File: config.mk
export PLATFORM = sky130hd
export DESIGN_NAME = spi_slave_if
export DESIGN_NICKNAME = d
export VERILOG_FILES = /design/src/rtl/spi_pkg.sv /design/src/rtl/spi_shift_piso.sv /design/src/rtl/spi_slave_if.sv
export SDC_FILE = /design/constraint.sdc
export NUM_CORES = 1
export LEC_CHECK = 0
export CORE_MARGIN = 2
export CORE_UTILIZATION = 54
export CTS_BUF_LIST = sky130_fd_sc_hd__clkbuf_16
export DETAILED_ROUTE_END_ITERATION = 8
export GPL_TIMING_DRIVEN = 0
export PLACE_DENSITY = 0.85
export SKIP_CTS_REPAIR_TIMING = 1
export SYNTH_ARGS = -nofsm -noshare
export SYNTH_HDL_FRONTEND = slang
export SYNTH_SLANG_ARGS = --single-unit
File: constraint.sdc
create_clock -name clk -period 2.2 [get_ports clk]
set_clock_uncertainty 0.15 [all_clocks]
set_input_delay 0.66 -clock clk [delete_from_list [all_inputs] [get_ports clk]]
set_output_delay 0.66 -clock clk [all_outputs]
set_load 0.01 [all_outputs]
File: src/rtl/spi_pkg.sv
// Shared types and constants for the SPI slave front end and its RAM-facing neighbours.
// Frame layout: [9:8] command, [7:0] address or data.
package spi_pkg;

    localparam int SPI_FRAME_W = 10;
    localparam int SPI_DATA_W  = 8;

    typedef enum logic [2:0] {
        IDLE      = 3'd0,
        CHK_CMD   = 3'd1,
        WRITE     = 3'd2,
        READ_ADD  = 3'd3,
        READ_DATA = 3'd4
    } state_e;

    localparam logic [1:0] CMD_WR_ADDR = 2'b00;
    localparam logic [1:0] CMD_WR_DATA = 2'b01;
    localparam logic [1:0] CMD_RD_ADDR = 2'b10;
    localparam logic [1:0] CMD_RD_DATA = 2'b11;

endpackage

File: src/rtl/spi_shift_piso.sv
// Parallel-load / serial-out shifter that drives MISO, MSB first.
// The output is forced low whenever no bits remain, so an idle or aborted shifter reads as 0.
module spi_shift_piso
    import spi_pkg::*;
#(
    parameter int DATA_W = SPI_DATA_W
) (
    input  logic              clk,
    input  logic              rst_n,
    input  logic              load,
    input  logic              shift_en,
    input  logic              abort,
    input  logic [DATA_W-1:0] din,
    output logic              sout
);

    localparam int BCNT_W = $clog2(DATA_W + 1);

    logic [DATA_W-1:0] sh_q;
    logic [BCNT_W-1:0] left_q;

    always_ff @(posedge clk or negedge rst_n) begin
        if (!rst_n) begin
            sh_q   <= '0;
            left_q <= '0;
        end else if (abort) begin
            sh_q   <= '0;
            left_q <= '0;
        end else if (load) begin
            sh_q   <= din;
            left_q <= BCNT_W'(DATA_W);
        end else if (shift_en && (left_q != '0)) begin
            sh_q   <= {sh_q[DATA_W-2:0], 1'b0};
            left_q <= left_q - 1'b1;
        end
    end

    // The current MSB is on the wire for the whole cycle it is counted as pending.
    assign sout = (left_q != '0) & sh_q[DATA_W-1];

endmodule

File: src/rtl/spi_slave_if.sv
// SPI slave serial front end: deserialises MOSI into command/data words for the RAM stage
// and serialises the RAM's read data back onto MISO.
module spi_slave_if
    import spi_pkg::*;
#(
    parameter int FRAME_W = SPI_FRAME_W,
    parameter int DATA_W  = SPI_DATA_W
) (
    input  logic               clk,
    input  logic               rst_n,
    input  logic               SS_n,
    input  logic               MOSI,
    output logic               MISO,
    output logic [FRAME_W-1:0] rx_data,
    output logic               rx_valid,
    input  logic [DATA_W-1:0]  tx_data,
    input  logic               tx_valid
);

    localparam int CNT_W = $clog2(FRAME_W + DATA_W);

    state_e             state_q;
    state_e             state_d;
    logic [CNT_W-1:0]   cnt_q;
    logic [FRAME_W-1:0] shift_q;
    logic               rd_addr_seen;
    logic               in_frame_state;
    logic               rx_phase;
    logic               frame_done;
    logic               tx_wait;
    logic               tx_load;

    assign in_frame_state = (state_q == WRITE) || (state_q == READ_ADD) || (state_q == READ_DATA);
    assign rx_phase       = in_frame_state && (cnt_q < CNT_W'(FRAME_W));
    // A deselect on the cycle of the last bit wins over completion.
    assign frame_done     = rx_phase && !SS_n && (cnt_q == CNT_W'(FRAME_W - 1));
    // After the strobe of a read-data frame the counter parks at FRAME_W until the RAM answers;
    // bumping it past FRAME_W on the load makes further tx_valid pulses inert.
    assign tx_wait        = (state_q == READ_DATA) && (cnt_q == CNT_W'(FRAME_W));
    assign tx_load        = tx_wait && !SS_n && tx_valid;

    always_ff @(posedge clk or negedge rst_n) begin
        if (!rst_n) begin
            state_q <= IDLE;
        end else begin
            state_q <= state_d;
        end
    end

    always_comb begin
        state_d = state_q;
        case (state_q)
            IDLE: begin
                if (!SS_n) state_d = CHK_CMD;
            end
            CHK_CMD: begin
                if (SS_n)              state_d = IDLE;
                else if (!MOSI)        state_d = WRITE;
                else if (rd_addr_seen) state_d = READ_DATA;
                else                   state_d = READ_ADD;
            end
            WRITE, READ_ADD, READ_DATA: begin
                if (SS_n) state_d = IDLE;
            end
            default: state_d = IDLE;
        endcase
    end

    always_ff @(posedge clk or negedge rst_n) begin
        if (!rst_n) begin
            cnt_q        <= '0;
            shift_q      <= '0;
            rx_data      <= '0;
            rx_valid     <= 1'b0;
            rd_addr_seen <= 1'b0;
        end else begin
            rx_valid <= 1'b0;
            if (SS_n || !in_frame_state) begin
                cnt_q   <= '0;
                shift_q <= '0;
            end else if (rx_phase) begin
                shift_q <= {shift_q[FRAME_W-2:0], MOSI};
                cnt_q   <= cnt_q + 1'b1;
                if (frame_done) begin
                    rx_data  <= {shift_q[FRAME_W-2:0], MOSI};
                    rx_valid <= 1'b1;
                    if (state_q == READ_ADD)       rd_addr_seen <= 1'b1;
                    else if (state_q == READ_DATA) rd_addr_seen <= 1'b0;
                end
            end else if (tx_load) begin
                cnt_q <= cnt_q + 1'b1;
            end
        end
    end

    spi_shift_piso #(
        .DATA_W (DATA_W)
    ) u_miso_shift (
        .clk      (clk),
        .rst_n    (rst_n),
        .load     (tx_load),
        .shift_en (state_q == READ_DATA),
        .abort    (SS_n),
        .din      (tx_data),
        .sout     (MISO)
    );

endmodule

; Word-level counts from Yosys, hierarchy flattened
; Cells that the tools add are included.
[word_totals]
latch_bits = 0
rom_bits = 0
ram_bits = 0
wordCells = 65
ff_bits = 41
mem_count = 0
input_bits = 13
out_inout_bits = 12
[classes]
mux = 22
n_shift = 0
n_addsub = 2
eq_ne = 8
order_cmp = 1
div_mod_pow = 0
n_reduce_logical = 22
mul = 0
bitwise = 2
[ops]
columns = op, n
row1 = 2-to-1 mux 8 bit, 3
row2 = 2-to-1 mux 9 bit, 2
row3 = 2-to-1 mux 3 bit, 5
row4 = 2-to-1 mux 5 bit, 3
row5 = 2-to-1 mux 4 bit, 3
row6 = "== test 5 x 4 -> 1 bit, second input constant", 2
row7 = one-hot mux 3 bit (3 select lines), 1
row8 = logical AND 1 bit, 7
row9 = "== test 3 x 2 -> 1 bit, second input constant", 2
row10 = nonzero test 3 bit, 2
row11 = "adder 5 x 1 -> 5 bit, second input constant", 1
row12 = "less-than comparator 5 x 4 -> 1 bit, second input constant", 1
row13 = 2-to-1 mux 1 bit, 5
row14 = "!= test 2 bit, second input constant", 2
row15 = AND reduction 4 bit, 1
row16 = nonzero test 2 bit, 2
row17 = nonzero test 4 bit, 1
row18 = "subtractor 4 x 1 -> 4 bit, second input constant", 1
row19 = "== test 3 x 1 -> 1 bit, second input constant", 1
row20 = "== test 3 bit, second input constant", 1
row21 = zero test 3 bit, 1
row22 = logical OR 1 bit, 3
row23 = AND reduction 3 bit, 1
row24 = OR reduction 3 bit, 1
row25 = 4 further kinds, 5

; Depth between registers and ports, before layout
; Gate-level depths: netlist of run 1.
[logic_depth]
ltp_word = 9
depth_mapped = 7
ltp_nobuf = 6

; By module
; A second synthesis of run 1 with hierarchy kept.
[unflattened]
hier_cells = 189
area_unflattened_um2 = 1954.4
[by_module_without_submodules]
columns = mod, area_per_inst_um2, cells_per_inst, instances, seq_area_each_um2
row1 = spi_slave_if, 1272.5, 115, 1, 725.7
row2 = spi_shift_piso, 681.9, 74, 1, 300.3

; Least setup slack after synthesis of run 1
; No wires, ideal clock.
[synth_path]
kind = input to register
start = in SS_n
end = reg rx_data[0]
setup_ps = 125
t_required_ps = 1925
path_slack_ps = 188
cell_stages = 5
path_buffers = 2
t_arrival_ps = 1737
path_cell_list = clkbuf_2 o21bai_4 nor3_4 buf_4 mux2_2
[synth_between]
elab_chain_len = 4
word_cells_on_any_way = 6
cone_classes = bitwise: 1 / reduce/logical: 5
[synth_lines]
columns = item, line_no
row1 = "start, declared", spi_slave_if.sv:11  ; input logic SS_n,
row2 = zero test 1 bit, --
row3 = logical AND 1 bit (2 in series), spi_slave_if.sv:36  ; assign frame_done = rx_phase && !SS_n && (cnt_q == CNT_W'(FRAME_W - 1));
row4 = AND reduction 3 bit (no line) *, --
row5 = "end signal, assigned", spi_slave_if.sv:85  ; rx_data <= {shift_q[FRAME_W-2:0], MOSI};
row6 = "end, declared", spi_slave_if.sv:14  ; output logic [FRAME_W-1:0] rx_data,
; Mark *: on every way between the ends. The rest lies on a longest branch, timed or not.
; A chain may end at the register's enable or synchronous reset.

; Worst setup path after layout of run 1
[layout_path]
start = reg u_miso_shift.left_q[0]
end = out MISO
[layout_between]
elab_chain_len = 2
[layout_lines]
columns = item, line_no
row1 = "start, declared", spi_shift_piso.sv:20  ; logic [BCNT_W-1:0] left_q;
row2 = "start signal, assigned", spi_shift_piso.sv:31  ; left_q <= BCNT_W'(DATA_W);
row3 = "start signal, assigned", spi_shift_piso.sv:34  ; left_q <= left_q - 1'b1;
row4 = nonzero test 4 bit, spi_shift_piso.sv:39  ; assign sout = (left_q != '0) & sh_q[DATA_W-1];
row5 = AND 1 bit, spi_shift_piso.sv:39
row6 = "end, declared", spi_slave_if.sv:13  ; output logic MISO,
; No other way between the ends.

==> metrics, run 1 <==
die area approximately 0.0040 mm2; register area share after synthesis around 54%; final setup TNS -0.158 ns; Final Critical Period about 2.4 ns; clk root buf clkbuf_16; Clock Latency Late Sink about 0.28 ns; Combinational Power Share around 5.7%; Slew headroom 39.4%; EDFF count, synth 0; YS warnings 0; Hold WS roughly 0.35 ns; Clock transition at path regs about 0.06 ns; Setup-failing EPs final 1; Crit path arrival time 1.55 ns; IO buf count 23; fraction of layout cells with a size suffix above 1 about 18%; Iter 0 DRT Violations a little under 50; Worst R2R Setup Slack between 0.15 and 0.2 ns; failing checks negative setup slack; total gr overflow 0; top-area cell type share of the netlist area a little over half; Fin. Hold Viols 0; FMAX 424 MHz; register bit total from synthesis 41; core box area 0.00336 mm2; final worst slack -0.158 ns; dpl ws -0.291 ns; Starting Density between 50% and 60%; Cell Rows 21; post-route ant nets 0; RD Place Congestion ~0.9; Net Switching around 350 uW; Mapped Area about 0.0019 mm2; hold crit path type flop to flop; antenna cells 0; Int Pwr between 1000 and 1500 uW; vias post-DR 1401; CTS Buf Count 5; Area Growth Syn to Fin 24.9%; vias in the first global route approximately 1500; leakage 0.00102 uW; WL final between 3000 and 4000 um; Final nets approximately 230; Max Slew Vio Count 0; status complete, but fails checks; largest area contributor in the netlist dfrtp_1; total of max-cap violations 0; die width approximately 63 um; switching share of power 22.1%; Area contributors post-synth dfrtp_1, mux2_2, nand2_1, mux2i_1, a211oi_1; Clock Path Buffers 2; first-pass iteration count of the detailed router 4; first-pass GRT wire length approximately 6700 um; htree depth 2; pin count of the biggest net entering global routing between 40 and 50; Top FF cell, synth dfrtp_1; Final Cycle Share 107%; CP Data Required Time between 1 and 1.5 ns; Cells after Synth ~170; Synth Net Count 190; CP endpoint kind output pin; clock network power share between 40 and 50%; Worst Path Class, Setup flop to output pin; DR DRC count 0; initial antenna violation count 0; Power Density 658 mW/mm2; crit-path max FO 4; count of cell types in the netlist 38; syn avg cell area between 10 and 15 um2; Tot GR Track Use between 20% and 30%; ys async rst share 100%; Via density approximately 5.5; RSZ-0062 raised after global routing yes; Sink Count ~40; total chip power 1560 uW; sequential share of power roughly half; Detailed Place HPWL between 2000 and 3000 um; I/O pins 25; crit path launch type flop; CTS tree built; worst slew pin tran approximately 0.9 ns; die height about 63 um; final core utilization between 70% and 80%; wire per inst approximately 15 um; VDD IR max 0.540 mV
==> logic make-up after synthesis <==
logic type      share of synthesized area, %
fa+ha+maj                               3.29
xor+xnor                                1.38
simple gates                            15.4
buf+inv                                 3.82
flops                                   54.0
compound gates                          12.5
mux                                     9.61
==> final cells by class <==
cell class / instances / area, um2
Sequential cell: 41 / 1030
Timing Repair Buffer: 28 / 258
Clock inverter: 3 / 17.5
Buffer: 9 / 46.3
Tap cell: 46 / 57.6
Clock buffer: 5 / 125
Fill cell: 270 / 990
Multi-Input combinational cell: 115 / 817
Inverter: 7 / 26.3
==> state kept, by name, summed over array words and instances (netlist names) <==
signal	flops
state_q	3
u_miso_shift.sh_q	8
rx_valid	1
shift_q	9
u_miso_shift.left_q	4
cnt_q	5
rx_data	10
rd_addr_seen	1
==> synth_stat cells (2+ instances only) <==
| master | count |
|---|---|
| clkbuf_1 | 5 |
| and2_1 | 3 |
| mux2_2 | 10 |
| nand3_1 | 4 |
| dfrtp_1 | 41 |
| inv_1 | 7 |
| xor2_1 | 2 |
| a211oi_1 | 9 |
| ha_1 | 5 |
| mux2i_1 | 7 |
| a21oi_1 | 13 |
| nand2_1 | 23 |
| nor2_1 | 10 |
| nor3_1 | 9 |
==> worst paths after layout <==
kind,start,end,cells past startpoint
max,u_miso_shift.left_q[0]$_DFFE_PN0P_,MISO,5
max reg2reg,state_q[2]$_DFFE_PN0P_,rx_data[0]$_DFFE_PN0P_,5
min,rx_data[7]$_DFFE_PN0P_,rx_data[7]$_DFFE_PN0P_,1
min reg2reg,rx_data[7]$_DFFE_PN0P_,rx_data[7]$_DFFE_PN0P_,1
min in group asynchronous,rst_n,u_miso_shift.sh_q[0]$_DFFE_PN0P_,1
max in group asynchronous,rst_n,rx_data[0]$_DFFE_PN0P_,1
==> layout by cell type, fill, tap and decap left out, types with 2 or more instances in the layout <==
| master | count |
|---|---|
| dfrtp_1 | 41 |
| nand2_1 | 23 |
| clkdlybuf4s50_1 | 21 |
| a21oi_1 | 13 |
| nor2_1 | 10 |
| mux2_2 | 10 |
| a211oi_1 | 9 |
| nor3_1 | 9 |
| mux2i_1 | 7 |
| buf_4 | 6 |
| inv_1 | 5 |
| clkbuf_1 | 5 |
| clkbuf_16 | 5 |
| nand3_1 | 4 |
| ha_1 | 4 |
| and2_1 | 3 |
| inv_2 | 2 |
| xor2_1 | 2 |
| clkinv_2 | 2 |
| buf_2 | 2 |
==> power groups by stage <==
stage / sequential (uW) / combinational, uW / clock [uW]
4_1_cts: 780 / 86.7 / 711
6_report: 780 / 88.8 / 694
3_3_place_gp: 791 / 82.8 / 0
2_1_floorplan: 789 / 41.0 / 0
3_5_place_dp: 793 / 85.2 / 0
5_1_grt: 782 / 99.0 / 748
==> layer usage <==
layer  global-route usage (%)  up-vias  wire length [um]
met5                        0        -                 0
li1                         -      667                 -
met4                     10.6        0                71
met1                     25.8      705              1660
met2                     36.4       24              2030
met3                     6.96        5               151
==> through the flow <==
step,cell area (um2),std cells
3_3_place_gp,2190,241
6_report,2370,254
5_1_grt,2370,254
4_1_cts,2330,249
2_1_floorplan,1900,172
3_5_place_dp,2180,241
==> worst max-delay path, stage by stage, from the launching register on <==
cell and delay [ns]:
dfrtp_1 0.40, inv_2 0.09, ha_4 0.12, or3b_4 0.38, and2_1 0.15, buf_2 0.13
Note: power is estimated with default switching activity, not from simulation.
==> run 2, diff against run 1 <==
--- a/config.mk
+++ b/config.mk
@@ -11,6 +11,7 @@
 export DETAILED_ROUTE_END_ITERATION = 8
 export GPL_TIMING_DRIVEN = 0
 export PLACE_DENSITY = 0.85
+export SETUP_SLACK_MARGIN = 0.1
 export SKIP_CTS_REPAIR_TIMING = 1
 export SYNTH_ARGS = -nofsm -noshare
 export SYNTH_HDL_FRONTEND = slang
==> metrics, run 2 (synthesis gave the netlist of run 1 again) <==
status complete, but fails checks (unchanged); failing checks negative setup slack (unchanged); Max Slew Vio Count 0 (unchanged); htree depth 2 (unchanged); Final nets 225 (unchanged); die height 63.3 um (unchanged); Net Switching 349 uW (was 346 uW); Crit path arrival time 1.55 ns (about the same); crit-path cells inv_2, ha_4, or3b_4, and2_1, buf_2 (unchanged); Final Cycle Share 107% (about the same); Clock Latency Late Sink 0.28 ns (about the same); fillers 274 (was 270); antenna cells 0 (unchanged); switching share of power 22.3% (was 22.1%); final worst slack -0.159 ns (was -0.158 ns); Area Growth Syn to Fin 25.1% (was 24.9%); Power Density 658 mW/mm2 (about the same); FMAX 424 MHz (about the same); Cell Rows 21 (unchanged); storage element area 0.00103 mm2 (unchanged); vias in the first global route 1499 (unchanged); total of max-cap violations 0 (unchanged); WL final 3970 um (was 3910 um); Sink Count 41 (unchanged); Detailed Place HPWL 2730 um (unchanged); core box area 0.00336 mm2 (unchanged); clk root buf clkbuf_16 (unchanged); layer with the highest usage met2 (unchanged); CP max stage cell dfrtp_1 (unchanged); fraction of layout cells with a size suffix above 1 19.2% (was 17.8%); Iter 0 DRT Violations 60 (was 49); die width 63.3 um (unchanged); Worst Path Class, Setup flop to output pin (unchanged); Largest Register rx_data (unchanged); Slew headroom 39.7% (was 39.4%); Setup-failing EPs final 1 (unchanged); worst slew pin tran 0.904 ns (was 0.908 ns); CTS Buf Count 5 (unchanged); final core utilization 70.7% (was 70.6%); Clock transition at path regs 0.06 ns (about the same); crit path buf inv count 2 (unchanged); first-pass GRT wire length 6710 um (unchanged); RSZ-0062 raised after global routing yes (unchanged); CTS tree built (unchanged); max reg flops 10 (unchanged); CP delay by family, top simple AND/OR/NAND/NOR gates (unchanged); die area 0.00401 mm2 (unchanged); crit-path max FO 4 (unchanged); IO buf count 23 (unchanged); DR DRC count 0 (unchanged); commonest non-fill, non-tap cell in the layout dfrtp_1 (unchanged); Fin. Hold Viols 0 (unchanged); RD Place Congestion 0.900 (unchanged); I/O pins 25 (unchanged); final setup TNS -0.159 ns (was -0.158 ns); commonest non-fill, non-tap cells in the layout dfrtp_1, nand2_1, clkdlybuf4s50_1, a21oi_1 (unchanged); slowest stage delay, CP 0.40 ns (about the same); post-route ant nets 0 (unchanged); wire per inst 15.6 um (was 15.4 um); hold crit path type flop to flop (unchanged); crit path launch type flop (unchanged); first-pass iteration count of the detailed router 4 (unchanged); CP endpoint kind output pin (unchanged); met3 GRT Util 6.96% (unchanged); Combinational Power Share 5.7% (about the same); initial antenna violation count 0 (unchanged); CP Data Required Time 1.39 ns (about the same); total chip power 1570 uW (was 1560 uW); met2 GRT Util 36.4% (unchanged); VDD IR max 0.540 mV (about the same); Hold WS 0.355 ns (about the same); Final Critical Period 2.36 ns (about the same); Int Pwr 1220 uW (about the same); Clock Path Buffers 2 (unchanged); leakage 0.00103 uW (was 0.00102 uW); placed cells 241 (unchanged); sequential share of power 49.8% (was 49.9%); Via density 5.50 (was 5.52); top flop regs rx_data: 10 flops, shift_q: 9 flops, u_miso_shift.sh_q: 8 flops (unchanged); total gr overflow 0 (unchanged); vias post-DR 1396 (was 1401); clock network power share 44.5% (was 44.4%); met1 Use GR 25.8% (unchanged); Layout Cells excl Fill 254 (unchanged); Starting Density 56.5% (unchanged); area of the multi-input gates 820 um2 (was 817 um2); Tot GR Track Use 22.0% (unchanged); pin count of the biggest net entering global routing 42 (unchanged)
-- run 2: cell counts in the layout (fill, tap and decap cells not counted) --
Identical to the previous run, type by type.
-- run 2: area by class of cell --
cell class | count | area share [%]
Buffer | 9 | 2.05
Timing Repair Buffer | 28 | 10.8
Multi-Input combinational cell | 115 | 34.5
Inverter | 7 | 1.10
Sequential cell | 41 | 43.1
Clock buffer | 5 | 5.26
Tap cell | 46 | 2.42
Clock inverter | 3 | 0.736
-- run 2: through the flow --
| stage | worst slack (ns) | cell area [um2] |
|---|---|---|
| after floorplan | 0.188 | 1900 |
| final | -0.159 | 2380 |
| after CTS | -0.599 | 2330 |
| after detailed placement | -0.291 | 2180 |
| after global routing | -0.218 | 2380 |
| after global placement | -0.613 | 2190 |
-- run 2: worst reg2reg max path: cells and delay by family (launching register included) --
family | cells | cell delay (ns)
buffers and inverters | 1 | 0.23
AO/OA/AOI/OAI | 1 | 0.14
flip-flops | 1 | 0.46
multiplexers | 1 | 0.36
AND/OR/NAND/NOR | 2 | 0.59
-- run 2: final timing paths --
| check | startpoint | end | slack [ns] | depth (start not counted) |
|---|---|---|---|---|
| setup / recovery | u_miso_shift.left_q[1]$_DFFE_PN0P_ | MISO | -0.16 | 5 |
| hold / removal | rx_data[7]$_DFFE_PN0P_ | rx_data[7]$_DFFE_PN0P_ | 0.35 | 1 |
| setup reg to reg | state_q[2]$_DFFE_PN0P_ | rx_data[0]$_DFFE_PN0P_ | 0.16 | 5 |
| hold reg to reg | rx_data[7]$_DFFE_PN0P_ | rx_data[7]$_DFFE_PN0P_ | 0.35 | 1 |
| max in group asynchronous | rst_n | rx_data[0]$_DFFE_PN0P_ | 0.98 | 1 |
| min in group asynchronous | rst_n | u_miso_shift.left_q[2]$_DFFE_PN0P_ | 0.36 | 1 |
-- run 2: power by group through the flow --
stage,registers (uW),clock network (uW),logic (uW)
after floorplan,789,0,41.0
after global placement,791,0,82.8
after detailed placement,793,0,85.2
after CTS,780,711,86.7
after global routing,782,748,99.0
final,780,697,88.9
-- run 2: per-layer routing --
metal,vias up,wire [um]
met5,-,0
met2,30,2070
met4,0,86
li1,669,-
met1,690,1650
met3,7,171
==> run 3, diff against run 2 <==
==> constraint.sdc (replaced) <==
create_clock -name clk -period 2.6 [get_ports clk]
set_clock_uncertainty 0.15 [all_clocks]
set_input_delay 0.78 -clock clk [delete_from_list [all_inputs] [get_ports clk]]
set_output_delay 0.78 -clock clk [all_outputs]
set_load 0.01 [all_outputs]
==> metrics, run 3 (synthesis gave the netlist of run 1 again) <==
CTS Buf Count 5 (unchanged); Fin. Hold Viols 0 (unchanged); total gr overflow 0 (unchanged); Detailed Place HPWL 2730 um (unchanged); Final Cycle Share about 95%; crit-path max FO 4 (unchanged); Layout Cells excl Fill 252 (was 254); vias in the first global route 1499 (unchanged); total of max-cap violations 0 (unchanged); fraction of layout cells with a size suffix above 1 17.0% (was 19.2%); CP Data Required Time 1.67 ns (was 1.39 ns); die width 63.3 um (unchanged); switching share of power 22.2% (was 22.3%); placed cells 241 (unchanged); top flop regs rx_data: 10 flops, shift_q: 9 flops, u_miso_shift.sh_q: 8 flops (unchanged); leakage 0.00101 uW (was 0.00103 uW); Combinational Power Share 5.5% (was 5.7%); Sink Count 41 (unchanged); commonest non-fill, non-tap cell in the layout dfrtp_1 (unchanged); crit-path cells inv_2, ha_4, or3b_4, and2_1, buf_2 (unchanged); Iter 0 DRT Violations 52 (was 60); Slew headroom 40.1% (was 39.7%); WL final 3860 um (was 3970 um); Crit path arrival time 1.55 ns (about the same); clock network power share 44.5% (about the same); max reg flops 10 (unchanged); IO buf count 23 (unchanged); Clock transition at path regs 0.06 ns (about the same); storage element area 0.00103 mm2 (unchanged); Starting Density 56.5% (unchanged); sequential share of power 50.1% (was 49.8%); antenna cells 0 (unchanged); die height 63.3 um (unchanged); Setup-failing EPs final 0 (was 1); Worst Hold Depth 1 (unchanged); Max Slew Vio Count 0 (unchanged); clk root buf clkbuf_16 (unchanged); crit path launch type flop (unchanged); RD Place Congestion 0.900 (unchanged); pin count of the biggest net entering global routing 42 (unchanged); first-pass GRT wire length 6710 um (unchanged); DR DRC count 0 (unchanged); Via density 5.49 (was 5.50); hold crit path type flop to flop (unchanged); Clock Latency Late Sink 0.28 ns (about the same); htree depth 2 (unchanged); reg2reg start state_q[2]$_DFFE_PN0P_ (unchanged); final core utilization 70.1% (was 70.7%); fillers 270 (was 274); hold wc startpoint rx_data[7]$_DFFE_PN0P_ (unchanged); wire per inst 15.3 um (was 15.6 um); CP Launch Point u_miso_shift.left_q[0]$_DFFE_PN0P_ (was u_miso_shift.left_q[1]$_DFFE_PN0P_); Final nets 223 (was 225); area of the multi-input gates 817 um2 (was 820 um2); initial antenna violation count 0 (unchanged); core box area 0.00336 mm2 (unchanged); slowest stage delay, CP 0.39 ns (was 0.40 ns); commonest non-fill, non-tap cells in the layout dfrtp_1, nand2_1, clkdlybuf4s50_1, a21oi_1 (unchanged); Clock Path Buffers 2 (unchanged); Area Growth Syn to Fin 24.1% (was 25.1%); worst r2r path cells 5 (unchanged); die area 0.00401 mm2 (unchanged); post-route ant nets 0 (unchanged); Tot GR Track Use 22.0% (unchanged); CP endpoint kind output pin (unchanged); vias post-DR 1384 (was 1396); CTS tree built (unchanged); Int Pwr 1030 uW (was 1220 uW); Worst Path Class, Setup flop to output pin (unchanged); Cell Rows 21 (unchanged); Hold WS 0.355 ns (about the same); Net Switching 292 uW (was 349 uW); post-route design area 0.00236 mm2 (was 0.00238 mm2); Placed Area 0.00218 mm2 (unchanged); Final Critical Period roughly 2.5 ns; FMAX between 400 and 500 MHz; I/O pins 25 (unchanged); RSZ-0062 raised after global routing yes (unchanged); status completed (was complete, but fails checks); Power Density 559 mW/mm2 (was 658 mW/mm2); first-pass iteration count of the detailed router 4 (unchanged); Largest Register rx_data (unchanged); CP max stage cell dfrtp_1 (unchanged); worst slew pin tran 0.898 ns (was 0.904 ns); VDD IR max 0.457 mV (was 0.540 mV)
-- run 3: area by class of cell --
type	count	area share, %
buffer	9	1.96
clock buffer	5	5.31
clock inverter	3	0.743
inverter	7	1.11
multi-input combinational	115	34.6
sequential	41	43.5
tap	46	2.44
timing repair buffer	26	10.3
-- run 3: metal layers --
metal  part of all wire, %  global-route usage (%)  up-vias
met5                     0                       0        -
met4                   1.8                    10.6        0
met3                   4.1                    6.96        5
met2                    52                    36.4       26
met1                    42                    25.8      688
li1                      -                       -      665
-- run 3: critical path: cells and delay by family, from the launching register on --
family / cells / cell delay [ns]
and+or+nand+nor: 2 / 0.53
DFF: 1 / 0.39
buffers and inverters: 2 / 0.22
adders and majority gates: 1 / 0.12
-- run 3: path summary, 6_finish.rpt --
path / end / slack, ns
max in group asynchronous: rx_data[6]$_DFFE_PN0P_ / 1.26
min in group asynchronous: u_miso_shift.left_q[1]$_DFFE_PN0P_ / 0.48
worst max-delay path: MISO / 0.12
worst min-delay path: rx_data[7]$_DFFE_PN0P_ / 0.35
worst min register to register: rx_data[7]$_DFFE_PN0P_ / 0.35
worst max register to register: rx_data[0]$_DFFE_PN0P_ / 0.37
-- run 3: power by group through the flow --
stage	Combinational (uW)	Clock [uW]	Sequential [uW]
3_5_place_dp	72.1	0	671
6_report	71.9	587	660
2_1_floorplan	34.7	0	668
5_1_grt	80.4	633	661
3_3_place_gp	70.0	0	670
4_1_cts	73.4	602	660
-- run 3: stage by stage --
stage | setup WS [ns] | total power, uW | setup TNS, ns
2_1_floorplan | 0.468 | 702 | 0
6_report | 0.124 | 1320 | 0
3_5_place_dp | -0.0110 | 743 | -0.0110
4_1_cts | -0.319 | 1330 | -0.319
3_3_place_gp | -0.333 | 740 | -13.56
5_1_grt | 0.0619 | 1370 | 0
==> RTL change 1, RTL diff (settings of run 3) <==
Add an input register stage for `SS_n`, `MOSI`, `tx_data` and `tx_valid`, cleared by the reset; this delays them by one clock.
--- a/src/rtl/spi_slave_if.sv
+++ b/src/rtl/spi_slave_if.sv
@@ -19,6 +19,25 @@
 
     localparam int CNT_W = $clog2(FRAME_W + DATA_W);
 
+    logic SS_n_q;
+    logic MOSI_q;
+    logic [DATA_W-1:0] tx_data_q;
+    logic tx_valid_q;
+
+    always_ff @(posedge clk or negedge rst_n) begin
+        if (!rst_n) begin
+            SS_n_q     <= '0;
+            MOSI_q     <= '0;
+            tx_data_q  <= '0;
+            tx_valid_q <= '0;
+        end else begin
+            SS_n_q     <= SS_n;
+            MOSI_q     <= MOSI;
+            tx_data_q  <= tx_data;
+            tx_valid_q <= tx_valid;
+        end
+    end
+
     state_e             state_q;
     state_e             state_d;
     logic [CNT_W-1:0]   cnt_q;
@@ -33,11 +52,11 @@
     assign in_frame_state = (state_q == WRITE) || (state_q == READ_ADD) || (state_q == READ_DATA);
     assign rx_phase       = in_frame_state && (cnt_q < CNT_W'(FRAME_W));
     // A deselect on the cycle of the last bit wins over completion.
-    assign frame_done     = rx_phase && !SS_n && (cnt_q == CNT_W'(FRAME_W - 1));
+    assign frame_done     = rx_phase && !SS_n_q && (cnt_q == CNT_W'(FRAME_W - 1));
     // After the strobe of a read-data frame the counter parks at FRAME_W until the RAM answers;
     // bumping it past FRAME_W on the load makes further tx_valid pulses inert.
     assign tx_wait        = (state_q == READ_DATA) && (cnt_q == CNT_W'(FRAME_W));
-    assign tx_load        = tx_wait && !SS_n && tx_valid;
+    assign tx_load        = tx_wait && !SS_n_q && tx_valid_q;
 
     always_ff @(posedge clk or negedge rst_n) begin
         if (!rst_n) begin
@@ -51,16 +70,16 @@
         state_d = state_q;
         case (state_q)
             IDLE: begin
-                if (!SS_n) state_d = CHK_CMD;
+                if (!SS_n_q) state_d = CHK_CMD;
             end
             CHK_CMD: begin
-                if (SS_n)              state_d = IDLE;
-                else if (!MOSI)        state_d = WRITE;
+                if (SS_n_q)              state_d = IDLE;
+                else if (!MOSI_q)        state_d = WRITE;
                 else if (rd_addr_seen) state_d = READ_DATA;
                 else                   state_d = READ_ADD;
             end
             WRITE, READ_ADD, READ_DATA: begin
-                if (SS_n) state_d = IDLE;
+                if (SS_n_q) state_d = IDLE;
             end
             default: state_d = IDLE;
         endcase
@@ -75,14 +94,14 @@
             rd_addr_seen <= 1'b0;
         end else begin
             rx_valid <= 1'b0;
-            if (SS_n || !in_frame_state) begin
+            if (SS_n_q || !in_frame_state) begin
                 cnt_q   <= '0;
                 shift_q <= '0;
             end else if (rx_phase) begin
-                shift_q <= {shift_q[FRAME_W-2:0], MOSI};
+                shift_q <= {shift_q[FRAME_W-2:0], MOSI_q};
                 cnt_q   <= cnt_q + 1'b1;
                 if (frame_done) begin
-                    rx_data  <= {shift_q[FRAME_W-2:0], MOSI};
+                    rx_data  <= {shift_q[FRAME_W-2:0], MOSI_q};
                     rx_valid <= 1'b1;
                     if (state_q == READ_ADD)       rd_addr_seen <= 1'b1;
                     else if (state_q == READ_DATA) rd_addr_seen <= 1'b0;
@@ -100,8 +119,8 @@
         .rst_n    (rst_n),
         .load     (tx_load),
         .shift_en (state_q == READ_DATA),
-        .abort    (SS_n),
-        .din      (tx_data),
+        .abort    (SS_n_q),
+        .din      (tx_data_q),
         .sout     (MISO)
     );
 
Behaviour: no difference found for any inputs over 10 cycles, from zero or initial values and one cycle with rst_n low; that may be too few to reach the edited logic, so the function may still have changed.
==> RTL change 1 against run 3 <==
- cell area increased by 14%
- combinational power is 15% lower
- core utilization fell by 2.3 points
- setup slack better by 0.015 ns
- area after synthesis rose by 17%
- sequential power is 27% higher
- routed wire length decreased by 2.4%
- sequential cell count increased by 11
- critical path type unchanged
- largest power group unchanged
- cell count up 9.1%
- clock power increased by 2%
- total power increased by 13%
==> RTL change 1: results (changes against run 3) <==
stage	metric	value	unit	change
status	status	finished, final reports clean		
placed_design	GPL Wtd Cong	0.752		-16%
global_routing	met1 usage	0.254		-0.00396
detailed_routing	Met2 Routed Length	1.87	mm	-6.1%
placed_design	number of buffers added on ports	24		+4.3%
global_routing	Total GRT Usage	0.187		-0.0325
layout	share of post-route cells with drive strength above 1	0.173		+0.00343
global_routing	met2 usage in global routing	0.286		-0.0781
placed_design	dpl cell area	0.00254	mm2	+16%
pwr	VDD IR max	480	uV	+5.0%
global_routing	met3 Use GR	0.0444		-0.0252
detailed_routing	Met3 Wirelength	102	um	-35%
placed_design	placed cell count	266		+10%
global_routing	largest net degree at the start of global routing	28		-33%
setup_path	worst-path maximum fanout	3		-1
logic_synthesis	sequential cell area fraction in the yosys report	0.587		+0.0467
logic_synthesis	Synth cell types	37		-2.6%
layout	Final Cell Area	0.00269	mm2	+14%
logic_synthesis	Synth area leaders	dfrtp_1 (59%), mux2_2 (5.1%), a211oi_2 (3.9%)		
global_routing	first-pass GRT wire length	6.37	mm	-5.1%
layout	biggest regs	rx_data x10, shift_q x9		
detailed_routing	final wirelength	3.77	mm	-2.4%
layout	Final #Nets	243		+9.0%
setup_path	Critical Path Max Stage Delay	0.41	ns	+0.02 ns
placed_design	DP HPWL	2.57	mm	-5.6%
global_routing	number of global-route vias before repair	1431		-4.5%
logic_synthesis	Synth Area in Compound Gates	0.110		-0.0151
sta	Final Max Slew Viols	0		unchanged
detailed_routing	Via density	5.43		-1.1%
setup_path	Arr. time, crit path	1.53	ns	-0.02 ns
logic_synthesis	synthesized-area fraction occupied by adder cells	0.0282		-0.00472
logic_synthesis	net count after synthesis	209		+10%
detailed_routing	Wirelength per Cell	13.7	um	-11%
clock_network	cts bufs inserted	5		unchanged
placed_design	pre-CTS setup slack	-0.0713	ns	-0.0603 ns
pwr	static leakage	1.19	nW	+18%
logic_synthesis	Synth Area in XOR/XNOR	0.0118		-0.00198
detailed_routing	Starting DRT DRC Count	119		+130%
RTL change 1: cell types whose count changed in the layout (fill, tap and decap cells not counted), moves of 3 or more:
cell	delta
a211oi_2	+7
nand2b_1	+3
nor2_1	+4
dfrtp_1	+11
a211oi_1	-8
RTL change 1: power by group through the flow:
stage | Combinational, mW | Sequential (mW) | Clock (mW)
2_1_floorplan | 0.0205 | 0.846 | 0
4_1_cts | 0.0626 | 0.835 | 0.615
5_1_grt | 0.0691 | 0.835 | 0.660
6_report | 0.0612 | 0.835 | 0.598
3_3_place_gp | 0.0574 | 0.849 | 0
3_5_place_dp | 0.0619 | 0.849 | 0
RTL change 1: final timing paths:
| path | start | end | slack (ns) | depth (start not counted) |
|---|---|---|---|---|
| worst max-delay path | u_miso_shift.left_q[0] | MISO | 0.14 | 5 |
| worst min-delay path | tx_data_q[0] | u_miso_shift.sh_q[0] | 0.34 | 2 |
| worst max register to register | u_miso_shift.left_q[0] | u_miso_shift.left_q[1] | 0.42 | 7 |
| worst min register to register | tx_data_q[0] | u_miso_shift.sh_q[0] | 0.34 | 2 |
| max in group asynchronous | rst_n | u_miso_shift.sh_q[5] | 1.42 | 2 |
| min in group asynchronous | rst_n | tx_data_q[4] | 0.35 | 1 |
RTL change 1: final cells by class:
| class | instances | area share |
|---|---|---|
| Clock buffer | 5 | 0.0465 |
| Clock inverter | 2 | 0.00279 |
| Buffer | 9 | 0.0204 |
| Inverter | 9 | 0.0125 |
| Sequential cell | 52 | 0.483 |
| Multi-Input combinational cell | 121 | 0.310 |
| Tap cell | 50 | 0.0232 |
| Timing Repair Buffer | 27 | 0.101 |
RTL change 1: worst min-delay path: cells and delay by family (launching register included):
family,cells,cell delay [ns]
AOI/OAI and AO/OA,1,0.07
DFF,1,0.34
and+or+nand+nor,1,0.05
==> RTL change 2, RTL diff (flow settings as in run 3) <==
Made on the original files. Change the package constant `SPI_DATA_W` from 8 to 16.
--- a/src/rtl/spi_pkg.sv
+++ b/src/rtl/spi_pkg.sv
@@ -3,7 +3,7 @@
 package spi_pkg;
 
     localparam int SPI_FRAME_W = 10;
-    localparam int SPI_DATA_W  = 8;
+    localparam int SPI_DATA_W  = 16;
 
     typedef enum logic [2:0] {
         IDLE      = 3'd0,
Ports: changed (resized tx_data); port bits go from 25 to 33. The function was not compared with the original's and may differ.
==> RTL change 2 against run 3 <==
- cell area grew 33%
- sequential power grew 20%
- the flow now finishes with violations (setup timing)
- non-clock buffer count grew 21
- clock power grew 41%
- core utilization grew 2.4 points
- count of clock-buffer cells in the layout is the same
- synthesized cell count grew 33%
- setup slack lost 0.35 ns
- routed wire length grew 44%
- sequential cell count grew 9
- total power grew 36%
- area after synthesis grew 27%
- via count grew 45%
==> RTL change 2: results (changes against run 3) <==
stage	metric	value	unit	change
clock_network	Worst-Skew Late Latency	0.29	ns	
setup_path	CP max stage cell	or4b_4		
layout	Fill cells	288		+6.7%
sta	final setup fails	1		+1
logic_synthesis	Synth cell types	41		+7.9%
detailed_routing	drt pass-1 iters	5		+1
global_routing	largest net degree at the start of global routing	29		-31%
pwr	VDD IR max	332	uV	-27%
sta	final worst slack	-0.225	ns	-0.349 ns
layout	Final #Nets	301		+35%
layout	share of post-route cells with drive strength above 1	0.159		-0.0111
clock_network	CTS HTree Levels	2		unchanged
placed_design	number of buffers added on ports	32		+39%
logic_synthesis	syn_area_per_cell	10.6	um2	-3.9%
sta	Max-Slew Margin vs Limit	0.572		+0.171
detailed_routing	Wirelength per Cell	16.9	um	+11%
setup_path	Critical Path Max Stage Delay	0.47	ns	+0.08 ns
clock_network	cts bufs inserted	5		unchanged
detailed_routing	Starting DRT DRC Count	220		+320%
pwr	static leakage	1.38	nW	+36%
logic_synthesis	Synth area leaders	dfrtp_1 (52%), o2bb2ai_1 (5.4%), mux2_4 (5.0%)		
placed_design	DP HPWL	3.60	mm	+32%
hold_path	Hold WC Path Type	primary input to asynchronous set/reset pin		
status	violated checks	setup timing		
global_routing	first-pass GRT wire length	8.86	mm	+32%
setup_path	CP endpoint	MISO		
detailed_routing	Vias	2013		+45%
setup_path	worst-path maximum fanout	7		+3
setup_path	Reg-to-Reg End	u_miso_shift.sh_q[13]		
clock_network	deepest clock path buffer count	2		unchanged
detailed_routing	Met2 Routed Length	2.70	mm	+35%
layout	biggest regs	u_miso_shift.sh_q x16, rx_data x10, shift_q x9		
setup_path	r2r startpoint	u_miso_shift.left_q[0]		
detailed_routing	Met3 Wirelength	294	um	+87%
logic_synthesis	net count after synthesis	253		+33%
clock_network	clk slew on worst S/H paths	0.07	ns	
logic_synthesis	sequential cell area fraction in the yosys report	0.517		-0.0230
setup_path	critical path class	flip-flop to output port		
global_routing	Total GRT Usage	0.224		+0.00400
detailed_routing	metal1 wirelength	2.42	mm	+48%
setup_path	Arr. time, crit path	1.89	ns	+0.34 ns
detailed_routing	final wirelength	5.57	mm	+44%
placed_design	placed cell count	313		+30%
placed_design	GPL Wtd Cong	0.834		-7.2%
setup_path	FF-to-FF path depth	8		+3
logic_synthesis	top post-synthesis cells by count	dfrtp_1 (50), nand2_1 (26), a21oi_1 (19)		
setup_path	worst reg2reg setup slack	0.29	ns	-0.08 ns
global_routing	number of global-route vias before repair	1869		+25%
status	status	finished, violations left		
==> RTL change 2: cell count changes after synthesis, sizes merged, moves of 5 or more <==
cell | run 3 | this run
clkbuf | 6 | 11
o2bb2ai | 0 | 15
dfrtp | 41 | 50
nor2 | 10 | 4
a31oi | 1 | 15
and3 | 1 | 17
a21oi | 13 | 19
o21ai | 1 | 8
nor3 | 10 | 5
a211oi | 9 | 0
mux2i | 7 | 2
==> RTL change 2: area by class of cell <==
type,instances,area [um2],area share
plain buffers,15,104,0.0331
inverters,7,26.3,0.00838
repair buffers,41,399,0.127
multi-input cells,156,1100,0.351
well taps,52,65.1,0.0208
clock inverters,3,63.8,0.0204
clock buffers,5,125,0.0399
flip-flops and latches,50,1250,0.399
==> RTL change 2: per-layer routing <==
| metal | vias up | GRT usage |
|---|---|---|
| met3 | 16 | 0.0413 |
| met2 | 85 | 0.350 |
| met5 | - | 0 |
| met1 | 980 | 0.318 |
| li1 | 932 | - |
| met4 | 0 | 0.0734 |
==> RTL change 2: where the power goes <==
part	switching [mW]	internal [mW]
clock network	0.281	0.548
registers	0.0103	0.785
logic	0.0798	0.0865
==> RTL change 2: kinds of logic (layout without fill, tap and decap cells) <==
family	count (synthesis)	after routing	share of synthesized area
adder cells (fa/ha/maj)	4	4	0.0207
AO/OA/AOI/OAI	67	67	0.187
AND/OR/NAND/NOR	73	73	0.166
flip-flops	50	50	0.517
buffers and inverters	22	71	0.0419
multiplexers	12	12	0.0672
==> RTL change 2: how the worst min path moves through the flow <==
stage	startpoint	end	slack (ns)
after floorplan	u_miso_shift.sh_q[12]	u_miso_shift.sh_q[12]	0.30
after global placement	u_miso_shift.sh_q[12]	u_miso_shift.sh_q[12]	0.32
after detailed placement	u_miso_shift.sh_q[2]	u_miso_shift.sh_q[2]	0.32
after CTS	rst_n	u_miso_shift.sh_q[12]	0.33
after global routing	rst_n	u_miso_shift.left_q[0]	0.35
final	rst_n	u_miso_shift.sh_q[12]	0.31
==> RTL change 2: worst register-to-register path, cell delays in order, from the launching register on <==
cell and delay, ns:
dfrtp_1 0.41, inv_2 0.09, ha_4 0.14, or4b_4 0.47, buf_8 0.15, a21oi_1 0.20
o21ba_2 0.24, buf_2 0.24, o2bb2ai_1 0.15
==> RTL change 2: metrics by stage <==
step | utilization | area, um2 | setup TNS [ns] | power, mW | setup slack, ns
2_1_floorplan | - | 2450 | 0 | 0.868 | 0.103
3_3_place_gp | 0.656 | 2840 | -47.60 | 0.931 | -0.786
3_5_place_dp | 0.659 | 2850 | -8.43 | 0.936 | -0.524
4_1_cts | 0.703 | 3040 | -2.77 | 1.75 | -0.760
5_1_grt | 0.725 | 3130 | -0.275 | 1.84 | -0.275
6_report | 0.725 | 3130 | -0.225 | 1.79 | -0.225
